<file path="src/rtl/uart_tx_scheduler.sv">
// uart_tx_scheduler: round-robin arbiter sharing one UART tx line among NUM_REQ requesters.
// Each grant sends a header byte followed by req_len payload bytes, back to back, then
// returns to IDLE for at least one clock. All outputs are registered.
// Optional feature: define UART_TX_PARITY_EN to append an even-parity bit to every frame.
module uart_tx_scheduler #(
    parameter int unsigned NUM_REQ      = 4,
    parameter int unsigned CLKS_PER_BIT = 16,
    parameter int unsigned LEN_W        = 4
) (
    input  logic                       clk,
    input  logic                       rst,
    input  logic [NUM_REQ-1:0]         req_valid,
    input  logic [NUM_REQ*8-1:0]       req_header,
    input  logic [NUM_REQ*LEN_W-1:0]   req_len,
    input  logic [NUM_REQ*8-1:0]       req_data,
    output logic [NUM_REQ-1:0]         data_ack,
    output logic [NUM_REQ-1:0]         done,
    output logic [2:0]                 grant_id,
    output logic                       busy,
    output logic                       tx
);

    localparam int unsigned        CNT_W    = (CLKS_PER_BIT > 1) ? $clog2(CLKS_PER_BIT) : 1;
    localparam logic [CNT_W-1:0]   CNT_LAST = CNT_W'(CLKS_PER_BIT - 1);
    localparam logic [2:0]         LAST_ID  = 3'(NUM_REQ - 1);
    localparam logic [NUM_REQ-1:0] ONE      = NUM_REQ'(1);

`ifdef UART_TX_PARITY_EN
    typedef enum logic [2:0] {StIdle, StStart, StData, StParity, StStop} state_e;
`else
    typedef enum logic [1:0] {StIdle, StStart, StData, StStop} state_e;
`endif

    state_e             state_q;
    logic [CNT_W-1:0]   cnt_q;
    logic [2:0]         bit_idx_q;
    logic [7:0]         byte_q;
    logic [LEN_W-1:0]   rem_q;
    logic [2:0]         grant_q;
    logic [2:0]         rr_ptr_q;
    logic               busy_q;
    logic               tx_q;
    logic [NUM_REQ-1:0] data_ack_q;
    logic [NUM_REQ-1:0] done_q;

    logic               bit_end;
    logic               pick_found;
    logic [2:0]         pick_id;
    logic [3:0]         cand_sum;
    logic [2:0]         cand;
    logic [7:0]         pick_hdr;
    logic [LEN_W-1:0]   pick_len;
    logic [7:0]         cur_data;

    assign bit_end = (cnt_q == CNT_LAST);

    // Round-robin search: first valid requester at or after rr_ptr, wrapping around.
    always_comb begin
        pick_found = 1'b0;
        pick_id    = '0;
        cand_sum   = '0;
        cand       = '0;
        for (int unsigned k = 0; k < NUM_REQ; k++) begin
            cand_sum = {1'b0, rr_ptr_q} + 4'(k);
            if (cand_sum >= 4'(NUM_REQ)) begin
                cand_sum = cand_sum - 4'(NUM_REQ);
            end
            cand = cand_sum[2:0];
            for (int unsigned i = 0; i < NUM_REQ; i++) begin
                if (!pick_found && cand == 3'(i) && req_valid[i]) begin
                    pick_found = 1'b1;
                    pick_id    = cand;
                end
            end
        end
    end

    // Per-requester field muxes: winner's header/length, current owner's payload byte.
    always_comb begin
        pick_hdr = '0;
        pick_len = '0;
        cur_data = '0;
        for (int unsigned i = 0; i < NUM_REQ; i++) begin
            if (pick_id == 3'(i)) begin
                pick_hdr = req_header[8*i +: 8];
                pick_len = req_len[LEN_W*i +: LEN_W];
            end
            if (grant_q == 3'(i)) begin
                cur_data = req_data[8*i +: 8];
            end
        end
    end

    // Packet FSM with bit timer, serializer and registered outputs.
    always_ff @(posedge clk or negedge rst) begin
        if (!rst) begin
            state_q    <= StIdle;
            cnt_q      <= '0;
            bit_idx_q  <= '0;
            byte_q     <= '0;
            rem_q      <= '0;
            grant_q    <= '0;
            rr_ptr_q   <= '0;
            busy_q     <= 1'b0;
            tx_q       <= 1'b1;
            data_ack_q <= '0;
            done_q     <= '0;
        end else begin
            data_ack_q <= '0;
            done_q     <= '0;
            unique case (state_q)
                StIdle: begin
                    tx_q <= 1'b1;
                    if (pick_found) begin
                        grant_q <= pick_id;
                        busy_q  <= 1'b1;
                        byte_q  <= pick_hdr;
                        rem_q   <= pick_len;
                        cnt_q   <= '0;
                        tx_q    <= 1'b0;
                        state_q <= StStart;
                    end
                end
                StStart: begin
                    if (bit_end) begin
                        cnt_q     <= '0;
                        bit_idx_q <= '0;
                        tx_q      <= byte_q[0];
                        state_q   <= StData;
                    end else begin
                        cnt_q <= cnt_q + CNT_W'(1);
                    end
                end
                StData: begin
                    if (bit_end) begin
                        cnt_q <= '0;
                        if (bit_idx_q == 3'd7) begin
`ifdef UART_TX_PARITY_EN
                            tx_q    <= ^byte_q;
                            state_q <= StParity;
`else
                            tx_q    <= 1'b1;
                            state_q <= StStop;
`endif
                        end else begin
                            bit_idx_q <= bit_idx_q + 3'd1;
                            tx_q      <= byte_q[bit_idx_q + 3'd1];
                        end
                    end else begin
                        cnt_q <= cnt_q + CNT_W'(1);
                    end
                end
`ifdef UART_TX_PARITY_EN
                StParity: begin
                    if (bit_end) begin
                        cnt_q   <= '0;
                        tx_q    <= 1'b1;
                        state_q <= StStop;
                    end else begin
                        cnt_q <= cnt_q + CNT_W'(1);
                    end
                end
`endif
                StStop: begin
                    if (bit_end) begin
                        cnt_q <= '0;
                        if (rem_q != '0) begin
                            // Latch next payload byte and start its frame with no gap.
                            byte_q     <= cur_data;
                            rem_q      <= rem_q - LEN_W'(1);
                            data_ack_q <= ONE << grant_q;
                            tx_q       <= 1'b0;
                            state_q    <= StStart;
                        end else begin
                            done_q   <= ONE << grant_q;
                            busy_q   <= 1'b0;
                            rr_ptr_q <= (grant_q == LAST_ID) ? 3'd0 : grant_q + 3'd1;
                            tx_q     <= 1'b1;
                            state_q  <= StIdle;
                        end
                    end else begin
                        cnt_q <= cnt_q + CNT_W'(1);
                    end
                end
                default: begin
                    tx_q    <= 1'b1;
                    busy_q  <= 1'b0;
                    state_q <= StIdle;
                end
            endcase
        end
    end

    assign data_ack = data_ack_q;
    assign done     = done_q;
    assign grant_id = grant_q;
    assign busy     = busy_q;
    assign tx       = tx_q;

endmodule

</file>
<file path="config.mk">
export PLATFORM = sky130hd
export DESIGN_NAME = uart_tx_scheduler
export DESIGN_NICKNAME = d
export VERILOG_FILES = /design/src/rtl/uart_tx_scheduler.sv
export SDC_FILE = /design/constraint.sdc
export NUM_CORES = 1
export LEC_CHECK = 0
export ABC_AREA = 1
export ABC_CLOCK_PERIOD_IN_PS = 6470
export BUFFER_PORTS_ARGS = -buffer_cell sky130_fd_sc_hd__buf_2
export CORE_MARGIN = 3
export CORE_UTILIZATION = 56
export DETAILED_ROUTE_END_ITERATION = 10
export GPL_TIMING_DRIVEN = 0
export PLACE_DENSITY_LB_ADDON = 0.25
export SKIP_CTS_REPAIR_TIMING = 1
export SLEW_MARGIN = 15
export SYNTH_ARGS = -nofsm -noshare
export SYNTH_HDL_FRONTEND = slang
export SYNTH_SLANG_ARGS = --single-unit
</file>
<file path="constraint.sdc">
create_clock -name clk -period 6.47 [get_ports clk]
set_input_delay 0.9705 -clock clk [delete_from_list [all_inputs] [get_ports clk]]
set_output_delay 0.9705 -clock clk [all_outputs]
set_load 0.02 [all_outputs]
</file>
==> results of run 1 <==
## through the flow
step	util (%)	instances
floorplan	-	466
CTS	72.0	642
detailed placement	70.4	634
global placement	70.4	634
finish	72.0	642
global route	72.0	642
## worst min path at each step
stage                     startpoint       end  cells past startpoint
after global placement            tx        tx                      2
after CTS                         tx        tx                      2
after floorplan             rem_q[1]  rem_q[1]                      2
final                             tx        tx                      2
after global routing              tx        tx                      2
after detailed placement          tx        tx                      2
## per-layer routing
metal	vias to the layer above	global-route usage (%)
met3	13	3.81
li1	1708	-
met5	-	0
met1	1535	36.5
met2	126	44.1
met4	0	7.43
## worst reg2reg max path: stages (launching register included)
cell and delay (ns):
dfrtp_1 0.55, inv_1 0.17, ha_1 0.26, nand2_1 0.07
nand2_1 0.08, nor2_4 0.22, nand4_2 0.16, nor3_2 0.24
nand4_2 0.26, inv_2 0.13, a21oi_2 0.06, o21ai_4 0.11
buf_4 0.22, a21oi_1 0.05, o21ai_1 0.09, nand2_1 0.05
## cell usage in the layout, fill, tap and decap left out, types with 5 or more instances in the layout
| cell | n |
|---|---|
| nor2_2 | 6 |
| a31oi_1 | 9 |
| o21ai_0 | 28 |
| o21ai_1 | 6 |
| nand2_2 | 12 |
| nand2_1 | 112 |
| buf_2 | 98 |
| ha_1 | 19 |
| a21boi_1 | 9 |
| dfrtp_1 | 36 |
| nand3_1 | 37 |
| clkbuf_1 | 5 |
| a21oi_1 | 12 |
| inv_1 | 49 |
| clkbuf_8 | 5 |
| nor2_1 | 85 |
## cell type report
type                    instances  area [um^2]  area share, %
plain buffers                   9         56.3           1.49
clock buffers                   6         72.6           1.92
clock inverters                 2         10.0          0.265
inverters                      55          211           5.61
multi-input cells             365         1920           50.8
flip-flops and latches         37          927           24.6
well taps                      70         87.6           2.32
repair buffers                 98          490           13.0
## kinds of logic after synthesis
group / count (synthesis) / synth area share [%]
AO/OA/AOI/OAI: 76 / 15.4
AND/OR/NAND/NOR: 269 / 38.3
adder cells (fa/ha/maj): 19 / 7.64
buffers and inverters: 64 / 8.61
flip-flops: 37 / 29.8
XOR/XNOR: 1 / 0.282
## synth_stat cells
cell      count  area [um^2]
nand2_1     112          420
nor2_1       85          319
inv_1        49          184
nand3_1      37          185
dfrtp_1      36          901
o21ai_0      28          140
ha_1         19          238
a21oi_1      12         60.1
nand2_2      12         75.1
a21boi_1      9         67.6
a31oi_1       9         56.3
nor2_2        6         37.5
o21ai_1       6         30.0
clkbuf_1      4         15.0
nand4_1       4         25.0
nand2_4       3         33.8
nor2_4        3         33.8
a211oi_1      2         15.0
a21oi_2       2         17.5
buf_4         2         15.0
buf_6         2         22.5
clkinv_1      2         7.51
inv_2         2         7.51
inv_4         2         12.5
nand4_2       2         25.0
nor3_1        2         10.0
o21bai_1      2         15.0
o22ai_1       2         12.5
buf_1         1         3.75
dfstp_2       1         26.3
nand3_2       1         10.0
nor3_2        1         10.0
o211ai_1      1         7.51
o21ai_4       1         16.3
o21bai_4      1         18.8
o31ai_4       1         21.3
or2_2         1         6.26
xor2_1        1         8.76
## flip-flops by register name (all words and copies together), names as in the netlist
name / flops
busy: 1
tx: 1
byte_q: 8
state_q: 2
rr_ptr_q: 3
data_ack: 4
grant_id: 3
bit_idx_q: 3
rem_q: 4
cnt_q: 4
done: 4
## power breakdown
group | internal (mW) | leakage, nW | switching (mW)
registers | 0.231 | 0.429 | 0
clock network | 0.0746 | 0.0450 | 0.0816
logic | 0.0358 | 1.62 | 0.0454
==> out/results.tsv, run 1 <==
stage	metric	value	unit
critical_path	r2r-end	rem_q[1]	
timing	final.setup.worst_slack	3.65	ns
detailed_routing	highest_layer	met4	
critical_path	cp_num_buf_inv	3	
power_and_ir_drop	max-vdd-ir-drop	0.0867	mV
critical_path	cp_max_fo	10	
power_and_ir_drop	p_per_area	124	nW/um^2
critical_path	worstSetupPathType	register to register	
grt	grt_max_degree	38	
grt	grt.total_usage	26.8	%
logic_synthesis	yosys_warnings	0	
final_layout	antennaDiodeCount	0	
logic_synthesis	synth-seq-cells	37	
logic_synthesis	synthCells	466	
timing	timing.hold.ws	0.485	ns
die	initial_core_util	59.4	%
timing	fin_crit_sh	43.6	%
placement	dpl.hpwl	6640	um
timing	setup_violations	0	
logic_synthesis	synth_seq_area_share	29.8	%
grt	grt_overflow	0	
detailed_routing	wl_met1	3600	um
detailed_routing	vias_per_cell	5.27	
critical_path	critPathTopFamily	simple AND/OR/NAND/NOR gates	
timing	slew_viol_final	0	
logic_synthesis	synth_cell_types	38	
timing	finClkSkew	0.00627	ns
clocking	cts.sinks	37	
outcome	outcome	finished clean	
clocking	htree_levels	2	
clocking	cts_buffers	5	
detailed_routing	wl_met2	3990	um
placement	pre_cts_ws	3.57	ns
die	core_area	5240	um^2
die	ios	99	
critical_path	crit_path_end_kind	register	
power_and_ir_drop	p_total	0.469	mW
final_layout	nets	676	
clocking	clock_latency	0.29	ns
die	die_x	80.5	um
critical_path	reg2regPathDepth	15	
timing	tightestPinTransition	0.819	ns
critical_path	critPathLaunchType	register	
logic_synthesis	syn_area	3110	um^2
critical_path	cp.required	6.65	ns
power_and_ir_drop	leakage	2.10	nW
critical_path	cpMostUsedCell	nand2_1	
placement	placed_area	3690	um^2
clocking	clockBufferDepth	2	
final_layout	fillers	456	
min_path	hold_path_class	register to register	
detailed_routing	postRouteAntennaNets	0	
detailed_routing	dr.pass1.iters	5	
timing	slew_headroom	45.4	%
detailed_routing	wirelength	8300	um
detailed_routing	routedWlPerCell	12.9	um
logic_synthesis	syn-num-nets	571	
clocking	cts_tree	built	
critical_path	r2r_start	rr_ptr_q[1]	
grt	grt_antenna_before_repair	0	
flow_run	max_cap_violations	0	
timing	setup_tns	0	ns
die	rows	26	
clocking	clockRootBuffer	clkbuf_8	
timing	finalHoldViolations	0	
grt	grt_pass1_vias	3030	
final_layout	area_delta_synth_final	21.2	%
grt	grt_pass1_wl	13600	um
critical_path	path_cells	inv_1 > ha_1 > nand2_1 > nand2_1 > nor2_4 > nand4_2 > nor3_2 > nand4_2 > inv_2 > a21oi_2 > o21ai_4 > buf_4 > a21oi_1 > o21ai_1 > nand2_1	
die	fp.dieH	80.5	um
detailed_routing	dr.first_iter.drc_count	167	
critical_path	arrival	3.00	ns
die	die_area	6490	um^2
critical_path	r2r_slack	3.65	ns
clocking	cts.reportedPaths.clkPinSlew	0.07	ns
critical_path	critical_path_depth	15	
detailed_routing	vias	3382	
critical_path	critPathMaxStageDelay	0.55	ns
timing	period_minus_slack	2.82	ns
critical_path	crit_start	rr_ptr_q[1]	
critical_path	slowest_stage	dfrtp_1	
timing	rsz0062_at_grt	no	
critical_path	cp-endpoint	rem_q[1]	
timing	max_freq	355	MHz
detailed_routing	met3_wirelength	585	um
final_layout	design_area	3770	um^2
logic_synthesis	syn_area_per_cell	6.67	um^2
placement	portBuffers	98	
placement	gp_congestion	0.906	
detailed_routing	drc_errors	0	
final_layout	drive_gt1_share	25.9	%
No activity file was read; power rests on OpenSTA's default activity.
==> run 2: changes to the inputs <==
--- a/config.mk
+++ b/config.mk
@@ -6,10 +6,10 @@
 export NUM_CORES = 1
 export LEC_CHECK = 0
 export ABC_AREA = 1
-export ABC_CLOCK_PERIOD_IN_PS = 6470
+export ABC_CLOCK_PERIOD_IN_PS = 2800
 export BUFFER_PORTS_ARGS = -buffer_cell sky130_fd_sc_hd__buf_2
 export CORE_MARGIN = 3
-export CORE_UTILIZATION = 56
+export CORE_UTILIZATION = 52
 export DETAILED_ROUTE_END_ITERATION = 10
 export GPL_TIMING_DRIVEN = 0
 export PLACE_DENSITY_LB_ADDON = 0.25
==> constraint.sdc (replaced) <==
create_clock -name clk -period 2.8 [get_ports clk]
set_input_delay 0.42 -clock clk [delete_from_list [all_inputs] [get_ports clk]]
set_output_delay 0.42 -clock clk [all_outputs]
set_load 0.02 [all_outputs]
==> out/results.tsv, run 2 (synthesis results as in run 1) <==
stage	metric	value	unit	change
outcome	outcome	finished clean		
critical_path	critical_path_depth	16		+1
critical_path	crit_path_end_kind	register		
die	die_area	6950	um^2	+7.1%
die	rows	27		+3.8%
final_layout	final_core_util	67.9	%	-4.1 points
placement	pre_cts_ws	0.0771	ns	-3.49 ns
detailed_routing	postRouteAntennaNets	0		unchanged
critical_path	r2r_start	rr_ptr_q[0]		
timing	setup_tns	0	ns	unchanged
final_layout	stdcell_count	647		+0.78%
critical_path	worstSetupPathType	register to register		
critical_path	cpMostUsedCell	nand2_1		
placement	dp.cells	636		+0.32%
final_layout	layout_common_cells	112 x nand2_1, 98 x buf_2, 85 x nor2_1		
clocking	htree_levels	2		unchanged
power_and_ir_drop	leakage	2.12	nW	+0.97%
flow_run	max_cap_violations	0		unchanged
final_layout	design_area	3830	um^2	+1.6%
timing	finalHoldViolations	0		unchanged
timing	fin_crit_sh	94.2	%	+51 points
clocking	cts.sinks	37		unchanged
timing	rsz0062_at_grt	no		
timing	max_freq	379	MHz	+6.9%
die	die_x	83.3	um	+3.5%
placement	gp_congestion	0.874		-3.5%
timing	finClkSkew	0.00745	ns	+0.00117 ns
placement	portBuffers	98		unchanged
grt	grt_max_degree	38		unchanged
grt	grt_pass1_vias	3195		+5.4%
final_layout	layout_commonest_cell	nand2_1		
clocking	cts.reportedPaths.clkPinSlew	0.07	ns	about the same
detailed_routing	routedWlPerCell	13.4	um	+3.3%
critical_path	r2r_slack	0.16	ns	-3.49 ns
timing	slew_headroom	44.3	%	-1.1 points
die	ios	99		unchanged
timing	timing.hold.ws	0.231	ns	-0.254 ns
placement	dpl.hpwl	6770	um	+1.9%
timing	slew_viol_final	0		unchanged
detailed_routing	drc_errors	0		unchanged
die	core_area	5640	um^2	+7.7%
final_layout	antennaDiodeCount	0		unchanged
clocking	clockBufferDepth	2		unchanged
critical_path	path_cells	inv_1 > ha_1 > nand2_1 > nand2_1 > nor2_4 > nand4_2 > nor3_4 > nand3_1 > nand2_2 > nand2_4 > nor2_4 > nand2_1 > nand2_1 > nor2_1 > nand2_1 > a21boi_1		
critical_path	slowest_stage	dfrtp_2		
power_and_ir_drop	max-vdd-ir-drop	0.250	mV	+190%
grt	grt_overflow	0		unchanged
grt	grt_pass1_wl	14000	um	+3.3%
detailed_routing	wirelength	8640	um	+4.1%
timing	setup_violations	0		unchanged
final_layout	area_delta_synth_final	23.2	%	
detailed_routing	vias	3424		+1.2%
final_layout	nets	681		+0.74%
critical_path	arrival	2.82	ns	-0.18 ns
final_layout	top_register	byte_q		
critical_path	reg2regPathDepth	16		+1
critical_path	cp.required	2.98	ns	-3.67 ns
power_and_ir_drop	p_total	1.08	mW	+130%
final_layout	drive_gt1_share	26.8	%	+0.91 points
final_layout	largest_reg_flops	8		unchanged
min_path	hold_path_class	input pin to async pin		
placement	placed_area	3690	um^2	about the same
final_layout	multi_input_area	1940	um^2	+1.0%
final_layout	fillers	516		+13%
clocking	clock_latency	0.29	ns	about the same
detailed_routing	dr.first_iter.drc_count	150		-10%
timing	final.setup.worst_slack	0.164	ns	-3.49 ns
clocking	cts_buffers	5		unchanged
critical_path	critPathLaunchType	register		
timing	period_minus_slack	2.64	ns	-0.183 ns
clocking	cts_tree	built		
critical_path	r2r-end	byte_q[5]		
detailed_routing	vias_per_cell	5.29		+0.46%
critical_path	cp_max_fo	9		-1
clocking	clockRootBuffer	clkbuf_8		
critical_path	critPathMaxStageDelay	0.44	ns	-0.11 ns
die	fp.dieH	83.3	um	+3.5%
critical_path	critPathTopFamily	simple AND/OR/NAND/NOR gates		
final_layout	seqCellArea	930	um^2	+0.27%
grt	grt_antenna_before_repair	0		unchanged
grt	grt.total_usage	24.2	%	-2.6 points
timing	tightestPinTransition	0.835	ns	+0.0169 ns
detailed_routing	dr.pass1.iters	6		+1
die	initial_core_util	55.1	%	-4.3 points
power_and_ir_drop	p_per_area	281	nW/um^2	+130%
critical_path	cp_num_buf_inv	1		-2
[run 2: cell count changes in the layout (fill, tap and decap cells not counted), moves of 2 or more]
cell / before / now
dfrtp_1: 36 / 34
buf_4: 2 / 5
dfrtp_2: 0 / 2
buf_6: 2 / 4
[run 2: worst max path at each step]
stage                      startpoint        end  slack [ns]
after detailed placement  rr_ptr_q[1]   rem_q[2]        0.08
after global routing      rr_ptr_q[0]  byte_q[5]       0.003
after CTS                 rr_ptr_q[1]   rem_q[2]        0.06
after floorplan           rr_ptr_q[1]   rem_q[1]        0.51
after global placement    rr_ptr_q[1]  byte_q[4]        0.10
final                     rr_ptr_q[0]  byte_q[5]        0.16
[run 2: per-layer routing]
| layer | part of all wire (%) | GRT usage, % |
|---|---|---|
| met1 | 43 | 30.3 |
| met5 | 0 | 0 |
| met4 | 2.4 | 8.92 |
| met2 | 49 | 41.9 |
| met3 | 4.7 | 3.47 |
[run 2: cell type report]
type	count	area share (%)
clock buffers	5	1.80
flip-flops and latches	37	24.3
clock inverters	1	0.131
plain buffers	9	1.67
well taps	72	2.35
multi-input cells	365	50.5
inverters	55	5.52
repair buffers	103	13.8
[run 2: worst reg2reg max path, stage by stage (launching register included)]
cell      delay (ns)
dfrtp_2         0.44
inv_1           0.14
ha_1            0.27
nand2_1         0.08
nand2_1         0.09
nor2_4          0.14
nand4_2         0.16
nor3_4          0.23
nand3_1         0.11
nand2_2         0.12
nand2_4         0.11
nor2_4          0.23
nand2_1         0.09
nand2_1         0.07
nor2_1          0.05
nand2_1         0.09
a21boi_1        0.08
[run 2: power by group]
group          switching, mW  internal, mW  total [mW]  leakage (nW)
clock                  0.184         0.164       0.348        0.0399
sequential                 0         0.534       0.534         0.425
combinational          0.108        0.0859       0.194          1.65
==> run 3: changes to the inputs <==
--- a/config.mk
+++ b/config.mk
@@ -11,7 +11,7 @@
 export CORE_MARGIN = 3
 export CORE_UTILIZATION = 52
 export DETAILED_ROUTE_END_ITERATION = 10
-export GPL_TIMING_DRIVEN = 0
+export GPL_TIMING_DRIVEN = 1
 export PLACE_DENSITY_LB_ADDON = 0.25
 export SKIP_CTS_REPAIR_TIMING = 1
 export SLEW_MARGIN = 15
==> out/results.tsv, run 3 (synthesis results as in run 1) <==
stage	metric	value	unit	change
timing	setup_tns	0	ns	unchanged
flow_run	max_cap_violations	0		unchanged
placement	portBuffers	98		unchanged
critical_path	crit_path_end_kind	register		
timing	rsz0062_at_grt	no		
clocking	clock_latency	0.29	ns	about the same
grt	grt_overflow	0		unchanged
die	die_area	6950	um^2	unchanged
critical_path	cp_max_fo	11		+2
final_layout	drive_gt1_share	26.8	%	about the same
detailed_routing	vias_per_cell	5.18		-2.1%
clocking	clockBufferDepth	2		unchanged
critical_path	r2r-end	byte_q[2]		
grt	grt_max_degree	38		unchanged
critical_path	worstSetupPathType	register to register		
grt	grt_pass1_wl	14200	um	+1.1%
timing	slew_headroom	45.0	%	+0.67 points
detailed_routing	postRouteAntennaNets	0		unchanged
detailed_routing	drc_errors	0		unchanged
timing	max_freq	388	MHz	+2.4%
die	die_x	83.3	um	unchanged
die	core_area	5640	um^2	unchanged
min_path	hold_path_class	input pin to async pin		
clocking	htree_levels	2		unchanged
final_layout	stdcell_count	643		-0.62%
clocking	cts_tree	built		
critical_path	arrival	2.75	ns	-0.07 ns
critical_path	r2r_start	rr_ptr_q[0]		
critical_path	cp.required	2.97	ns	about the same
clocking	cts_buffers	5		unchanged
power_and_ir_drop	max-vdd-ir-drop	0.250	mV	about the same
power_and_ir_drop	p_per_area	287	nW/um^2	+2.1%
timing	slew_viol_final	0		unchanged
placement	dpl.hpwl	6770	um	about the same
final_layout	layout_commonest_cell	nand2_1		
timing	finalHoldViolations	0		unchanged
timing	period_minus_slack	2.57	ns	-0.0621 ns
final_layout	final_core_util	67.4	%	-0.58 points
placement	dp.cells	631		-0.79%
detailed_routing	vias	3330		-2.7%
die	rows	27		unchanged
final_layout	nets	675		-0.88%
final_layout	layout_common_cells	112 x nand2_1, 98 x buf_2, 85 x nor2_1		
final_layout	design_area	3800	um^2	-0.85%
final_layout	area_delta_synth_final	22.2	%	
clocking	clockRootBuffer	clkbuf_8		
power_and_ir_drop	leakage	2.11	nW	about the same
detailed_routing	dr.first_iter.drc_count	167		+11%
outcome	outcome	finished clean		
critical_path	r2r_slack	0.23	ns	+0.06 ns
die	fp.dieH	83.3	um	unchanged
grt	grt.total_usage	24.8	%	+0.59 points
clocking	cts.reportedPaths.clkPinSlew	0.07	ns	about the same
timing	finClkSkew	0.00629	ns	-0.00115 ns
detailed_routing	wirelength	8580	um	-0.67%
timing	tightestPinTransition	0.825	ns	-0.0100 ns
clocking	cts.sinks	37		unchanged
placement	gp_congestion	0.899		+2.8%
critical_path	reg2regPathDepth	17		+1
grt	grt_antenna_before_repair	0		unchanged
die	ios	99		unchanged
die	initial_core_util	55.1	%	unchanged
final_layout	top_register	byte_q		
critical_path	critPathLaunchType	register		
detailed_routing	routedWlPerCell	13.3	um	about the same
timing	fin_crit_sh	91.9	%	-2.2 points
final_layout	largest_reg_flops	8		unchanged
timing	setup_violations	0		unchanged
grt	grt_pass1_vias	3141		-1.7%
placement	placed_area	3660	um^2	-0.71%
final_layout	antennaDiodeCount	0		unchanged
detailed_routing	dr.pass1.iters	4		-2
## run 3: changes by cell type in the layout (fill, tap and decap cells not counted), moves of 2 or more
cell / delta
buf_6: -4
clkbuf_1: -3
dfrtp_1: +2
dfrtp_2: -2
## run 3: routing by layer
layer  vias up  share of wire (%)  GRT usage (%)
li1       1706                  -              -
met1      1497                 43           31.7
met2       109                 49           41.0
met3        18                6.3           5.36
met4         0                2.0           8.92
met5         -                  0              0
## run 3: critical path, cell delays in order (launching register included)
cell and delay [ns]:
dfrtp_1 0.43, buf_4 0.15, ha_1 0.20, nand2_1 0.06
nand2_1 0.09, nor2_4 0.20, nand4_2 0.17, nor2_2 0.14
nand3_1 0.13, nand3_2 0.11, nand2_4 0.12, inv_4 0.13
nor2_4 0.05, buf_12 0.14, nand2_1 0.05, nand3_1 0.06
nand2_1 0.13, a21boi_1 0.08
## run 3: area by class of cell
type,count,area [um^2]
multi-input combinational,366,1930
sequential,37,927
clock buffer,6,72.6
inverter,55,211
tap,72,90.1
timing repair buffer,105,556
fill,523,1840
clock inverter,2,10.0
## run 3: stage by stage
stage | power [mW] | setup slack (ns) | hold slack, ns
2_1_floorplan | 0.637 | 0.513 | 0.124
3_3_place_gp | 0.726 | 0.236 | 0.475
3_5_place_dp | 0.726 | 0.214 | 0.475
4_1_cts | 1.09 | 0.181 | 0.252
5_1_grt | 1.15 | 0.0162 | 0.292
6_report | 1.09 | 0.226 | 0.221
## run 3: how the worst max path moves through the flow
stage                           start   endpoint  cells past startpoint
after global placement    rr_ptr_q[1]  byte_q[7]                     15
after global routing      rr_ptr_q[0]  byte_q[4]                     17
after detailed placement  rr_ptr_q[0]  byte_q[4]                     15
final                     rr_ptr_q[0]  byte_q[2]                     17
after CTS                 rr_ptr_q[0]  byte_q[4]                     15
after floorplan           rr_ptr_q[1]   rem_q[1]                     17
## run 3: power by group
part           switching, mW  internal, mW  total [mW]
Combinational          0.108        0.0853       0.193
Clock                  0.189         0.172       0.362
Sequential                 0         0.534       0.534
Total                  0.298         0.792        1.09
